## config.mk

```make
export PLATFORM = sky130hd
export DESIGN_NAME = alu_datapath
export DESIGN_NICKNAME = d
export VERILOG_FILES = /design/src/rtl/alu_datapath.sv
export SDC_FILE = /design/constraint.sdc
export NUM_CORES = 1
export LEC_CHECK = 0
export BUFFER_PORTS_ARGS = -buffer_cell sky130_fd_sc_hd__buf_2
export CAP_MARGIN = 30
export CORE_UTILIZATION = 40
export CTS_CLUSTER_DIAMETER = 30
export CTS_CLUSTER_SIZE = 28
export DETAILED_ROUTE_END_ITERATION = 16
export MAX_ROUTING_LAYER = met4
export PLACE_DENSITY = 0.63
export SYNTH_ARGS = -nofsm -noshare
export SYNTH_HDL_FRONTEND = slang
export SYNTH_SLANG_ARGS = --single-unit
export TNS_END_PERCENT = 20
```

## constraint.sdc

```tcl
create_clock -name clk -period 3.35 [get_ports clk]
set_clock_uncertainty 0.1 [all_clocks]
set_input_delay 0.5025 -clock clk [delete_from_list [all_inputs] [get_ports clk]]
set_output_delay 0.5025 -clock clk [all_outputs]
set_load 0.02 [all_outputs]
```

## src/rtl/alu_datapath.sv

```systemverilog
// Booth/restoring-divide datapath steered by an 18-bit control word from the control unit.
// Optional Z/N/V result flags are compiled in when ALU_FLAGS_EN is defined.
module alu_datapath #(
    parameter int WIDTH = 8,
    parameter int CNT_W = 3
) (
    input  logic             clk,
    input  logic             reset,
    input  logic [17:0]      c,
    input  logic [WIDTH-1:0] inbus,
    output logic [WIDTH-1:0] outbus,
    output logic             out_vld,
    output logic             Q1,
    output logic             Q0,
    output logic             R,
    output logic             A7,
    output logic             count7
`ifdef ALU_FLAGS_EN
    ,
    output logic             Z,
    output logic             N,
    output logic             V
`endif
);

    localparam int AW = WIDTH + 2;

    logic [AW-1:0]    a_r;
    logic [WIDTH-1:0] q_r;
    logic             qm1_r;
    logic [WIDTH-1:0] m_r;
    logic [CNT_W-1:0] cnt_r;
    logic [WIDTH-1:0] outbus_r;
    logic             out_vld_r;

    logic [AW-1:0]    sx_m_s;
    logic [AW-1:0]    sx_2m_s;
    logic [AW-1:0]    sum_s;
    logic [AW-1:0]    a_sh_s;
    logic [WIDTH-1:0] q_sh_s;
    logic             qm1_sh_s;
    logic [WIDTH-1:0] q_lg_s;
    logic [WIDTH-1:0] q_set_s;
    logic [AW-1:0]    a_nxt_s;
    logic [WIDTH-1:0] q_nxt_s;
    logic             qm1_nxt_s;
    logic [WIDTH-1:0] m_nxt_s;
    logic [CNT_W-1:0] cnt_nxt_s;
    logic [WIDTH-1:0] out_nxt_s;
    logic             vld_nxt_s;
    logic             unused_rsv_s;

    assign unused_rsv_s = ^c[17:16];

    assign sx_m_s  = {{2{m_r[WIDTH-1]}}, m_r};
    assign sx_2m_s = {m_r[WIDTH-1], m_r, 1'b0};

    // Add group: the lowest set bit of c[5:2] selects the operation.
    always_comb begin
        sum_s = a_r;
        if (c[2]) begin
            sum_s = a_r + sx_m_s;
        end else if (c[3]) begin
            sum_s = a_r - sx_m_s;
        end else if (c[4]) begin
            sum_s = a_r + sx_2m_s;
        end else if (c[5]) begin
            sum_s = a_r - sx_2m_s;
        end else begin
            sum_s = a_r;
        end
    end

    // Shift stage acts on the freshly formed sum so one word can be a full Booth step.
    always_comb begin
        a_sh_s   = sum_s;
        q_sh_s   = q_r;
        qm1_sh_s = qm1_r;
        if (c[6]) begin
            a_sh_s   = {{2{sum_s[AW-1]}}, sum_s[AW-1:2]};
            q_sh_s   = {sum_s[1:0], q_r[WIDTH-1:2]};
            qm1_sh_s = q_r[1];
        end else if (c[7]) begin
            a_sh_s   = {sum_s[AW-2:0], q_r[WIDTH-1]};
            q_sh_s   = {q_r[WIDTH-2:0], 1'b0};
            qm1_sh_s = qm1_r;
        end else begin
            a_sh_s   = sum_s;
            q_sh_s   = q_r;
            qm1_sh_s = qm1_r;
        end
    end

    // Logic group on Q (lowest bit wins), then the quotient-bit set.
    always_comb begin
        q_lg_s = q_sh_s;
        if (c[10]) begin
            q_lg_s = q_sh_s & m_r;
        end else if (c[11]) begin
            q_lg_s = q_sh_s | m_r;
        end else if (c[12]) begin
            q_lg_s = q_sh_s ^ m_r;
        end else begin
            q_lg_s = q_sh_s;
        end
        q_set_s = q_lg_s;
        if (c[8]) begin
            q_set_s[0] = 1'b1;
        end else begin
            q_set_s[0] = q_lg_s[0];
        end
    end

    // Final next-state selection: LOAD_Q overrides every A/Q write.
    always_comb begin
        a_nxt_s   = a_sh_s;
        q_nxt_s   = q_set_s;
        qm1_nxt_s = qm1_sh_s;
        if (c[0]) begin
            a_nxt_s   = {AW{1'b0}};
            q_nxt_s   = inbus;
            qm1_nxt_s = 1'b0;
        end else begin
            a_nxt_s   = a_sh_s;
            q_nxt_s   = q_set_s;
            qm1_nxt_s = qm1_sh_s;
        end

        if (c[1]) begin
            m_nxt_s = inbus;
        end else begin
            m_nxt_s = m_r;
        end

        if (c[15]) begin
            cnt_nxt_s = {CNT_W{1'b0}};
        end else if (c[9]) begin
            cnt_nxt_s = cnt_r + {{(CNT_W-1){1'b0}}, 1'b1};
        end else begin
            cnt_nxt_s = cnt_r;
        end

        if (c[13]) begin
            out_nxt_s = a_r[WIDTH-1:0];
        end else if (c[14]) begin
            out_nxt_s = q_r;
        end else begin
            out_nxt_s = outbus_r;
        end
        vld_nxt_s = c[13] | c[14];
    end

    // State registers with asynchronous clear.
    always_ff @(posedge clk or negedge reset) begin
        if (!reset) begin
            a_r       <= {AW{1'b0}};
            q_r       <= {WIDTH{1'b0}};
            qm1_r     <= 1'b0;
            m_r       <= {WIDTH{1'b0}};
            cnt_r     <= {CNT_W{1'b0}};
            outbus_r  <= {WIDTH{1'b0}};
            out_vld_r <= 1'b0;
        end else begin
            a_r       <= a_nxt_s;
            q_r       <= q_nxt_s;
            qm1_r     <= qm1_nxt_s;
            m_r       <= m_nxt_s;
            cnt_r     <= cnt_nxt_s;
            outbus_r  <= out_nxt_s;
            out_vld_r <= vld_nxt_s;
        end
    end

    assign outbus  = outbus_r;
    assign out_vld = out_vld_r;
    assign Q1      = q_r[1];
    assign Q0      = q_r[0];
    assign R       = qm1_r;
    assign A7      = a_r[AW-1];
    assign count7  = &cnt_r;

`ifdef ALU_FLAGS_EN
    logic z_r;
    logic n_r;
    logic v_r;
    logic v_s;

    // Overflow: A's guard bits disagree with the sign of the visible result.
    assign v_s = ~((&a_r[WIDTH+1:WIDTH-1]) | (~|a_r[WIDTH+1:WIDTH-1]));

    // Flags are captured together with the result bus.
    always_ff @(posedge clk or negedge reset) begin
        if (!reset) begin
            z_r <= 1'b0;
            n_r <= 1'b0;
            v_r <= 1'b0;
        end else if (vld_nxt_s) begin
            z_r <= (out_nxt_s == {WIDTH{1'b0}});
            n_r <= out_nxt_s[WIDTH-1];
            v_r <= v_s;
        end else begin
            z_r <= z_r;
            n_r <= n_r;
            v_r <= v_r;
        end
    end

    assign Z = z_r;
    assign N = n_r;
    assign V = v_r;
`endif

endmodule

```

* Yosys cells after proc, flatten, opt, wreduce, memory -nomap -nowiden *
Index checks and enable logic that the tools add are counted.

storage, ports and cells
  bits in registers = 39
  logic and storage cells = 40
  output and inout bits = 14
  input bits = 28

operators by class
  reductions and logical operators = 4
  bitwise logic cells = 4
  add/subtract/negate cells = 5
  muxes and demuxes = 20

operators with widths
  operator                                                       count
  10-bit two-way mux                                             7
  8-bit two-way mux                                              8
  10-bit adder                                                   2
  10-bit subtractor                                              2
  8-bit bitwise AND                                              1
  8-bit bitwise OR                                               1
  8-bit bitwise XOR                                              1
  3-bit two-way mux                                              2
  2-bit nonzero test                                             3
  3-bit by 1-bit adder with 3-bit output, second input constant  1
  1-bit two-way mux                                              3
  3-bit AND reduction                                            1
  1-bit bitwise OR                                               1

* Logic depth before layout (Yosys ltp) *
  depth in word-level cells = 12
  depth in mapped cells = 12
  gate-level depth less buffers = 12

* Worst setup path after synthesis *
OpenSTA, ideal clock, no wires.

  path type = reg-to-reg
  start = reg m_r[7]
  end = reg a_r[8]
  path slack = 565 ps
  cell stages (with the launch flop) = 11
  library setup time = 111 ps
  arrival = 2574 ps
  buffers on the path = 2
  clock period less this slack = 2785 ps
  cell sequence = dfrtp_1 -> clkbuf_1 -> inv_1 -> ha_1 -> clkbuf_1 -> a31oi_1 -> xnor2_1 -> o221ai_1 -> o211ai_2 -> xor2_1 -> a2111oi_2

on the way
  cells in the longest elaborated chain, start to end = 8

RTL lines
  item                    RTL line  source
  from (decl)             31        logic [WIDTH-1:0] m_r;
  from (signal assigned)  159       m_r <= {WIDTH{1'b0}};
  from (signal assigned)  167       m_r <= m_nxt_s;
  10-bit subtractor       68        sum_s = a_r - sx_2m_s;
  10-bit two-way mux      67        end else if (c[5]) begin
  10-bit two-way mux      65        end else if (c[4]) begin
  10-bit two-way mux      63        end else if (c[3]) begin
  10-bit two-way mux *    61        if (c[2]) begin
  10-bit two-way mux      83        end else if (c[7]) begin
  10-bit two-way mux *    79        if (c[6]) begin
  10-bit two-way mux *    119       if (c[0]) begin
  via a_nxt_s[8]          44        logic [AW-1:0] a_nxt_s;
  to (signal assigned)    156       a_r <= {AW{1'b0}};
  to (signal assigned)    164       a_r <= a_nxt_s;
  to (decl)               28        logic [AW-1:0] a_r;

Mark *: on every way through the listed nets, which the timed path passes. The rest lies on a longest branch.
A chain may end at the register's enable or synchronous reset.

* Worst setup path after layout *
  start = reg m_r[0]
  end = reg a_r[8]

The elaborated chain is that of the path after synthesis.

==> results by stage <==
Run status:
- The run finished with clean final reports.

Clock network:
- The root buffer cell is sky130_fd_sc_hd__clkbuf_8.
- The depth of the CTS H-tree is 2.
- The count of clock tree sinks is 39.
- The CTS tree is done.
- At the later pin of the worst-skew pair, clock insertion delay measures about 300 ps.
- Clock-pin slew was measured on the worst setup and hold paths at ~80 ps.
- After clock tree synthesis, the flow added hold-fix buffers numbering 0.
- Gates resized during post-CTS repair numbered 0.
- The post-CTS setup buffer count is 0.
- The TritonCTS buffer count is 5.
- The maximum number of buffers from clock root to sink is 2.

Placement:
- The cell count after placement is ~660.
- The pre-CTS setup slack is 245 ps.
- Once placement finished, the instance area stood at 4460 µm².
- The placed wire-length estimate is between 8000 and 9000 µm.
- Buffers placed on the I/O ports in this run total 39.
- At the end of routability-driven placement, the weighted congestion stood at between 0.8 and 0.9.

Timing:
- The routed design could run at a clock period as short as ~3100 ps.
- For this run, the top clock speed supported by timing is about 320 MHz.
- The worst slack on hold paths is between 200 and 250 ps.
- The final count of hold timing violations is 0.
- The period utilization is between 90 and 100%.
- In the post-route analysis, the smallest setup slack over all paths is 224 ps.
- The final count of pins violating max slew is 0.
- Setup repair after global routing left no endpoint under its margin.
- At the pin with the least slew margin, the transition time is 901 ps.
- The total negative slack for setup checks is 0 ps.
- The worst slew margin relative to its limit is about 40%.
- The setup-violating endpoint count in the final report is 0.

Floorplan:
- During I/O placement, the number of pins put on the boundary was 42.
- The die is about 100 µm tall.
- The total die area is 10800 µm².
- The initial cell density of the core is between 40% and 50%.
- The area of the core is 9950 µm².
- After floorplanning, the core was divided into 36 placement rows.
- In this run the horizontal extent of the chip is roughly 100 µm.

Routing:
- The final antenna-violating net count is 0.
- After detailed routing, the number of remaining DRC violations is 0.
- In the final routed layout, each cell accounts on average for roughly 17 µm.
- For this run, the detailed router's first-pass iteration total came to 5.
- The number of vias per cell after detailed routing is 5.68.
- The first-iteration detailed-routing DRC count is approximately 240.
- The final route contains around 3800 vias.
- The aggregate routed wire length is 11500 µm.

Job:
- Across the run, the number of max-cap violations was 0.

Power and ir drop:
- The power density over the cells is 483 nW/µm².
- The cell leakage power is 2.17 nW.
- Summing internal, switching and leakage power gives around 2.2 mW.
- The maximum vdd drop is around 0.26 mV.

Yosys:
- By area the synthesized netlist is led by sky130_fd_sc_hd__dfrtp_1, sky130_fd_sc_hd__ha_1, sky130_fd_sc_hd__mux2i_1.
- Synthesis handed over a netlist of between 500 and 600 instances.
- The number of library cell types mapped by synthesis is between 60 and 70.
- Yosys mapped a number of flops with a built-in enable equal to 0.
- In this run the cell area of the synthesized design comes to 4170 µm².
- The most instantiated flip-flop cell in the synthesis netlist is sky130_fd_sc_hd__dfrtp_1.
- The number of nets handed over by synthesis was 592.
- The biggest area contributor in the post-synthesis netlist is sky130_fd_sc_hd__dfrtp_1.
- The top cell type by area accounts for between 20% and 30% of the synthesized area.
- Of the synthesized area, sequential elements account for 23.4%.
- The number of synthesized register bits is 39.
- After synthesis, the mean cell area works out to 8.17 µm².
- During synthesis, Yosys emitted a total of 0 warnings.
- In the synthesized netlist the async set-or-reset flop fraction comes to between 90% and 100%.

Setup path:
- The worst reg2reg path depth is 10.
- For flop-to-flop paths, the worst setup slack is around 220 ps.
- The startpoint identified for the worst register-to-register timing path is m_r[0].
- STA classifies the critical path startpoint as a flip-flop.
- The endpoint of the worst-slack reg-to-reg timing path is a_r[8].
- The critical path goes through ha_1 > fa_1 > nor2b_1 > o21ai_0 > a32oi_1 > xnor2_1 > o221ai_1 > o211ai_2 > xor2_1 > a2111oi_2.
- The startpoint-to-endpoint class of the critical path is flip-flop to flip-flop.
- The category of the worst setup path capture point is a flip-flop.
- The cell with the largest stage delay on the worst path is sky130_fd_sc_hd__dfrtp_1.
- Data on the critical path is required at its endpoint by approximately 3400 ps.
- On the worst path, the slowest cell contributes a delay of 500 ps.
- STA puts the critical path data arrival time at about 3200 ps.
- Of all nets on the critical path, the largest fanout is 6.

Cells and area:
- For this run, the post-layout net count is approximately 620.
- In the final layout, the share of cells above drive strength 1 is between 10 and 15%.
- The area growth from synthesis to layout is 9.99%.
- The antenna diode count is 0.
- The utilization after layout is 46.1%.
- The count of cells in the finished layout, fillers not included, comes to roughly 670.
- With fillers left out, the area of the finished cells amounts to 4590 µm².

Global routing:
- The via count of the first global-routing pass is roughly 3600.
- The total overflow reported by the global router is 0.
- The initial antenna violation count came to 0.
- The first global-routing pass estimated 18900 µm of wire.
- Entering global routing, the biggest net connects 40 pins.
- The all-layer global routing usage is 22.4%.

Hold path:
- In this run the worst hold path is classified as input pin to async pin.
[cells in the final DEF, fill, tap and decap left out, types with 3 or more instances in the layout]
cell type and count:
sky130_fd_sc_hd__a211oi_1 20, sky130_fd_sc_hd__a21o_1 7, sky130_fd_sc_hd__a21oi_1 38, sky130_fd_sc_hd__a221o_1 6, sky130_fd_sc_hd__a31oi_1 3, sky130_fd_sc_hd__and3_1 4, sky130_fd_sc_hd__buf_2 39, sky130_fd_sc_hd__buf_4 8
sky130_fd_sc_hd__clkbuf_8 6, sky130_fd_sc_hd__dfrtp_1 39, sky130_fd_sc_hd__fa_1 4, sky130_fd_sc_hd__ha_1 49, sky130_fd_sc_hd__inv_1 37, sky130_fd_sc_hd__mux2_2 4, sky130_fd_sc_hd__mux2i_1 23, sky130_fd_sc_hd__nand2_1 44
sky130_fd_sc_hd__nand2b_1 5, sky130_fd_sc_hd__nand3_1 5, sky130_fd_sc_hd__nand3b_1 3, sky130_fd_sc_hd__nor2_1 50, sky130_fd_sc_hd__nor2b_1 11, sky130_fd_sc_hd__nor3_1 10, sky130_fd_sc_hd__nor3b_1 3, sky130_fd_sc_hd__o211ai_1 3
sky130_fd_sc_hd__o21a_1 3, sky130_fd_sc_hd__o21ai_0 37, sky130_fd_sc_hd__o221ai_1 6, sky130_fd_sc_hd__or3_1 4, sky130_fd_sc_hd__xnor2_1 8, sky130_fd_sc_hd__xor2_1 5
[worst max-delay path by stage]
stage	from	end	slack, ps	cells after the start
after floorplan	m_r[7]	a_r[8]	560	10
after global placement	m_r[0]	a_r[8]	280	10
after detailed placement	a_r[1]	a_r[8]	250	12
after CTS	a_r[1]	a_r[8]	210	12
after global routing	a_r[1]	a_r[8]	30	12
final	m_r[0]	a_r[8]	220	10
[registers in the layout (all words and copies together) (netlist names)]
signal and count:
a_r 10, m_r 8, outbus 8, q_r 8
cnt_r 3, R 1, out_vld 1
[per-layer routing]
layer	vias to the layer above	wire [µm]	track usage, %
li1	1882	-	-
met1	1817	5480	30.3
met2	93	5420	35.9
met3	7	520	2.82
met4	0	95	4.49
met5	-	0	-
[worst max-delay path: cells and delay by family (launching register included)]
kind                       cells  cell delay, ps
DFF                            1             500
adders and majority gates      2             670
xor gates and xnor gates       2             360
AOI/OAI and AO/OA              5            1220
and+or+nand+nor                1             160
[cell type report]
type	count	area, µm²
clock inverters	2	35.0
fillers	1017	5370
clock buffers	6	82.6
flip-flops and latches	39	976
multi-input cells	403	2920
well taps	133	166
inverters	39	146
repair buffers	47	255
[where the power goes]
part	internal [mW]	switching, mW	total [mW]
combinational	0.478	0.700	1.18
clock	0.241	0.179	0.420
sequential	0.533	0.0845	0.618
total	1.25	0.963	2.22
[synth_stat cells, types with 3 or more instances]
cell                       number
sky130_fd_sc_hd__a211oi_1      20
sky130_fd_sc_hd__a21o_1         7
sky130_fd_sc_hd__a21oi_1       39
sky130_fd_sc_hd__a221o_1        6
sky130_fd_sc_hd__a31oi_1        3
sky130_fd_sc_hd__and3_1         4
sky130_fd_sc_hd__buf_2          4
sky130_fd_sc_hd__clkbuf_1      21
sky130_fd_sc_hd__dfrtp_1       39
sky130_fd_sc_hd__fa_1           4
sky130_fd_sc_hd__ha_1          50
sky130_fd_sc_hd__inv_1         38
sky130_fd_sc_hd__mux2_2         4
sky130_fd_sc_hd__mux2i_1       23
sky130_fd_sc_hd__nand2_1       44
sky130_fd_sc_hd__nand2b_1       5
sky130_fd_sc_hd__nand3_1        5
sky130_fd_sc_hd__nand3b_1       3
sky130_fd_sc_hd__nor2_1        50
sky130_fd_sc_hd__nor2b_1       11
sky130_fd_sc_hd__nor3_1        10
sky130_fd_sc_hd__nor3b_1        3
sky130_fd_sc_hd__o211ai_1       3
sky130_fd_sc_hd__o21a_1         3
sky130_fd_sc_hd__o21ai_0       37
sky130_fd_sc_hd__o221ai_1       6
sky130_fd_sc_hd__or3_1          4
sky130_fd_sc_hd__xnor2_1        8
sky130_fd_sc_hd__xor2_1         5
[kinds of logic (layout without fill, tap and decap cells)]
group                    count (synthesis)  count (layout)  synth area share, %
AO/OA/AOI/OAI                          162             162                 27.3
AND/OR/NAND/NOR                        147             147                 16.4
buffers and inverters                   68              94                 6.60
adder cells (fa/ha/maj)                 54              54                 16.9
flip-flops                              39              39                 23.4
multiplexers                            27              27                 6.60
XOR/XNOR                                13              13                 2.73
Note: power is estimated with default switching activity, not from simulation.
